===== src/rtl/ac97_link_tx.sv =====
// ac97_link_tx: AC'97 frame serialiser (tag + slots 1-4) with one sample_req per 256-bit frame.
// Build option AC97_MIXER_EN: slots 3/4 carry summed channel levels instead of left/right_sample.
module ac97_link_tx #(
    parameter int SLOT_WIDTH = 20,
    parameter int TAG_WIDTH  = 16
) (
    input  logic                  ac97_bitclk,
    input  logic                  rst_n,
    input  logic                  enable,
    input  logic [SLOT_WIDTH-1:0] left_sample,
    input  logic [SLOT_WIDTH-1:0] right_sample,
`ifdef AC97_MIXER_EN
    input  logic [3:0]            ch1_level,
    input  logic [3:0]            ch2_level,
    input  logic [3:0]            ch3_level,
    input  logic [3:0]            ch4_level,
    input  logic [3:0]            ch_left_en,
    input  logic [3:0]            ch_right_en,
`endif
    input  logic                  cmd_valid,
    output logic                  cmd_ready,
    input  logic [6:0]            cmd_addr,
    input  logic [15:0]           cmd_data,
    output logic                  sample_req,
    output logic                  ac97_sync,
    output logic                  ac97_sdata_out
);
    localparam int FRAME_W = TAG_WIDTH + 12 * SLOT_WIDTH;

    logic [7:0]            r_bit_cnt;
    logic                  r_full;
    logic [6:0]            r_addr;
    logic [15:0]           r_data;
    logic [FRAME_W-1:0]    r_shift;
    logic                  r_sdata;
    logic                  r_sync;
    logic                  r_sample_req;
    logic                  w_load;
    logic                  w_send_cmd;
    logic [TAG_WIDTH-1:0]  w_tag;
    logic [SLOT_WIDTH-1:0] w_slot1;
    logic [SLOT_WIDTH-1:0] w_slot2;
    logic [SLOT_WIDTH-1:0] w_left;
    logic [SLOT_WIDTH-1:0] w_right;
    logic [FRAME_W-1:0]    w_frame;
    logic [FRAME_W-1:0]    w_src;

`ifdef AC97_MIXER_EN
    logic [5:0] w_sum_l;
    logic [5:0] w_sum_r;
    assign w_sum_l = ({2'b00, ch1_level} & {6{ch_left_en[0]}}) + ({2'b00, ch2_level} & {6{ch_left_en[1]}})
                   + ({2'b00, ch3_level} & {6{ch_left_en[2]}}) + ({2'b00, ch4_level} & {6{ch_left_en[3]}});
    assign w_sum_r = ({2'b00, ch1_level} & {6{ch_right_en[0]}}) + ({2'b00, ch2_level} & {6{ch_right_en[1]}})
                   + ({2'b00, ch3_level} & {6{ch_right_en[2]}}) + ({2'b00, ch4_level} & {6{ch_right_en[3]}});
    assign w_left  = {2'b00, w_sum_l, {(SLOT_WIDTH-8){1'b0}}};
    assign w_right = {2'b00, w_sum_r, {(SLOT_WIDTH-8){1'b0}}};
`else
    assign w_left  = left_sample;
    assign w_right = right_sample;
`endif

    assign w_load     = r_bit_cnt == 8'hFF;
    assign w_send_cmd = enable && r_full;
    assign w_tag      = {enable, w_send_cmd, w_send_cmd, enable, enable, {(TAG_WIDTH-5){1'b0}}};
    assign w_slot1    = w_send_cmd ? {1'b0, r_addr, {(SLOT_WIDTH-8){1'b0}}} : '0;
    assign w_slot2    = w_send_cmd ? {r_data, {(SLOT_WIDTH-16){1'b0}}} : '0;
    // Frame is MSB-first: bit FRAME_W-1 is frame bit 0 (valid-frame tag bit)
    assign w_frame    = enable ? {w_tag, w_slot1, w_slot2, w_left, w_right, {(8*SLOT_WIDTH){1'b0}}} : '0;
    assign w_src      = w_load ? w_frame : r_shift;

    assign cmd_ready      = ~r_full;
    assign sample_req     = r_sample_req;
    assign ac97_sync      = r_sync;
    assign ac97_sdata_out = r_sdata;

    always_ff @(posedge ac97_bitclk or negedge rst_n) begin
        if (!rst_n) begin
            r_bit_cnt    <= 8'hFF;
            r_full       <= 1'b0;
            r_addr       <= '0;
            r_data       <= '0;
            r_shift      <= '0;
            r_sdata      <= 1'b0;
            r_sync       <= 1'b0;
            r_sample_req <= 1'b0;
        end else begin
            r_bit_cnt    <= r_bit_cnt + 8'd1;
            r_sample_req <= r_bit_cnt == 8'd254;
            r_sync       <= w_load || (r_bit_cnt < 8'd15);
            r_sdata      <= w_src[FRAME_W-1];
            r_shift      <= {w_src[FRAME_W-2:0], 1'b0};
            if (w_load && w_send_cmd) begin
                r_full <= 1'b0;
            end else if (cmd_valid && !r_full) begin
                r_full <= 1'b1;
                r_addr <= cmd_addr;
                r_data <= cmd_data;
            end
        end
    end
endmodule


===== config.mk =====
export PLATFORM = sky130hd
export DESIGN_NAME = ac97_link_tx
export DESIGN_NICKNAME = d
export VERILOG_FILES = /design/src/rtl/ac97_link_tx.sv
export SDC_FILE = /design/constraint.sdc
export NUM_CORES = 1
export LEC_CHECK = 0
export BUFFER_PORTS_ARGS = -buffer_cell sky130_fd_sc_hd__clkbuf_2
export CORE_ASPECT_RATIO = 0.5
export CORE_UTILIZATION = 40
export CTS_BUF_LIST = sky130_fd_sc_hd__clkbuf_4 sky130_fd_sc_hd__clkbuf_8
export DETAILED_ROUTE_END_ITERATION = 16
export PLACE_DENSITY = 0.58
export SLEW_MARGIN = 0
export SYNTH_ARGS = -nofsm -noshare
export SYNTH_HDL_FRONTEND = slang
export SYNTH_SLANG_ARGS = --single-unit
export TNS_END_PERCENT = 20

===== constraint.sdc =====
create_clock -name ac97_bitclk -period 3.3 [get_ports ac97_bitclk]
set_input_delay 0.33 -clock ac97_bitclk [delete_from_list [all_inputs] [get_ports ac97_bitclk]]
set_output_delay 0.33 -clock ac97_bitclk [all_outputs]
set_load 0.05 [all_outputs]

==> impl_metrics.toml <==
[placement]
place_congestion = 0.786
io_buffers = 70
postPlaceCellArea_mm2 = 0.00546
place_hpwl_um = 5700

[timing]
fin_setup_tns_ns = 0
period_share_pct = 67.7
clock_skew_ns = 0.0119
worstMarginPinSlew_ns = 0.878
hold_viol_final = 0
whs_ns = 0.116
max_slew_margin_pct = 41.5
rsz0062_at_grt = "no"
min_period_ns = 2.23
setup_viol = 0
timing.fmax_ghz = 0.448
slew_violations = 0

[synthesis]
syn_inst = 443
synth-simple-area-share_pct = 10.8
syn_area_per_cell_um2 = 11.3
synth_edf_count = 0
netlist_area_mm2 = 0.00503
synth_top_area_cell = "dfrtp_1"
ys_async_sr_fraction_pct = 100
synth_top_family_by_area = "compound AO/OA/AOI/OAI gates"
syn_nets = 512
ys_top_cells_by_area = "dfrtp_1 (61%), o21ai_0 (9.4%), mux2_2 (5.2%)"
ys_warn_count = 0
synth_common_cells = "dfrtp_1 (122), o21ai_0 (94), nand2_1 (68), o21ai_1 (33), and2_1 (30)"
synth_most_common_cell = "dfrtp_1"
synthMuxAreaShare_pct = 5.75
ys_ff_latch = 130
synth_xor_area_share_pct = 1.05
ys.flop_type = "dfrtp_1"
synth_top_area_share_pct = 60.7
yosysUniqueCellTypes = 25
synth_fa_ha_area_share_pct = 0.498
synth_compound_area_share_pct = 12.8
ys_seq_area_share_pct = 64.9

[critical_path]
crit_path_start_kind = "flop"
r2r_slack_ns = 1.07
critical_path.max_fanout = 42
endpoint_kind = "flop"
r2r_end = "r_shift[185]"
path_class = "flop to flop"
rr_worst_depth = 5
r2r_start = "r_bit_cnt[0]"
cp_data_required_time_ns = 3.61
arrival_ns = 2.54

[drt]
vias_per_cell = 4.84
wl_um = 9640
drtIter0Drc = 173
drc = 0
drtPass1Iterations = 5
avgRoutedWirePerCell_um = 14.1
antenna_left = 0
vias = 3308

[clocking]
cts_tree = "done"
insertion_delay_ns = 0.43
cts_made_buffers = 17
htree_levels = 4
root_buffer = "clkbuf_8"
cts_sinks = 130
cts_resized = 0
clkTransAtPathRegs_ns = 0.08
clockBufferDepth = 2

[global_routing]
grt_pass1_wl_um = 16200
grt_pass1_vias = 3300
grt_overflow_total = 0
grt_start_max_net_pins = 67
antenna_found_initial = 0
grt_usage_pct = 16.1

[layout]
fin_area_mm2 = 0.00590
diodes = 0
nFillCells = 1125
nNetsFinal = 575
drive_gt1_share_pct = 28.5
area_delta_synth_final_pct = 17.3

[power_and_ir_drop]
p_leak_nw = 2.59
peakVddDrop_mv = 0.247
pwr_density_cell_mw_per_mm2 = 584
power_mw = 3.44

[floorplan]
io_pins = 71
start_util_pct = 41.8
num_rows = 28
die_y_um = 81.3
core-area_mm2 = 0.0120
die_area_mm2 = 0.0130
dieWidth_um = 161

[min_path]
min_path_type = "input port to flop"
min_delay_path_depth = 3
hold_end = "r_shift[196]"
hp-start = "left_sample[15]"

[outcome]
status = "completed"

[flow_run]
cap_violations = 0
kinds of logic (layout without fill, tap and decap cells):
logic type / after synthesis / in the layout
buffers and inverters: 39 / 115
AOI/OAI and AO/OA: 128 / 128
xor gates and xnor gates: 6 / 6
adders and majority gates: 2 / 2
muxes: 25 / 25
DFF: 130 / 130
and+or+nand+nor: 113 / 113
what timing repair did:
action                                 CTS  global route
endpoints found under the hold margin   45             0
hold buffers                             1             0
buffers inserted                         0             0
layout make-up:
| class | count | area [µm²] | area share [%] |
|---|---|---|---|
| Clock buffer | 20 | 269 | 4.56 |
| Clock inverter | 12 | 156 | 2.65 |
| Inverter | 3 | 11.3 | 0.191 |
| Multi-Input combinational cell | 274 | 1560 | 26.5 |
| Sequential cell | 130 | 3260 | 55.3 |
| Tap cell | 165 | 206 | 3.50 |
| Timing Repair Buffer | 80 | 430 | 7.30 |
worst max-delay path by stage:
stage,to,startpoint,slack (ns),depth (start not counted)
floorplan,r_shift[233],r_bit_cnt[0],1.67,6
global placement,r_shift[195],r_bit_cnt[0],1.12,5
detailed placement,r_shift[176],r_bit_cnt[0],1.08,4
CTS,r_shift[176],r_bit_cnt[0],1.06,4
global route,r_shift[197],r_bit_cnt[0],0.84,5
finish,r_shift[185],r_bit_cnt[0],1.07,5
registers in the layout (all words and copies together), names as in the netlist:
| name | flops |
|---|---|
| ac97_sync | 1 |
| r_addr | 7 |
| r_bit_cnt | 8 |
| r_full | 1 |
| ac97_sdata_out | 1 |
| r_shift | 95 |
| r_data | 16 |
| sample_req | 1 |
metal layers:
| layer | vias up | GRT usage (%) | wire, µm |
|---|---|---|---|
| li1 | 1609 | - | - |
| met2 | 67 | 24.0 | 4110 |
| met1 | 1620 | 22.7 | 5050 |
| met4 | 0 | 6.86 | 89 |
| met3 | 12 | 3.88 | 387 |
| met5 | - | 0 | 0 |
worst max-delay path, stage by stage (launching register included):
cell     delay, ns
dfstp_2       0.57
ha_1          0.31
nand3_2       0.44
buf_4         0.42
o21ai_0       0.24
o21ai_0       0.12
cell usage in the layout (no fill, tap or decap), drive strengths merged, types with 2 or more instances in the layout:
cell type | synthesis | routed
nand2 | 68 | 68
ha | 2 | 2
inv | 3 | 4
xor2 | 2 | 2
mux2 | 25 | 25
nand3 | 4 | 4
clkbuf | 21 | 89
dfstp | 8 | 8
nor2 | 2 | 2
dfrtp | 122 | 122
buf | 15 | 10
xnor2 | 4 | 4
o21ai | 127 | 127
bufinv | 0 | 3
and2 | 30 | 30
nand4 | 5 | 5
clkinv | 0 | 7
per-stage QoR:
| step | cells | worst slack (ns) | utilization [%] |
|---|---|---|---|
| 2_1_floorplan | 443 | 1.67 | - |
| 3_3_place_gp | 651 | 1.12 | 45.5 |
| 3_5_place_dp | 651 | 1.08 | 45.5 |
| 4_1_cts | 684 | 1.06 | 49.1 |
| 5_1_grt | 684 | 0.843 | 49.1 |
| 6_report | 684 | 1.07 | 49.1 |
report_power, final:
part           internal [mW]  switching [mW]  total [mW]
logic                  0.133           0.115       0.248
registers               1.70          0.0610        1.76
clock network          0.799           0.632        1.43
Power figures use the tool's default switching activity.
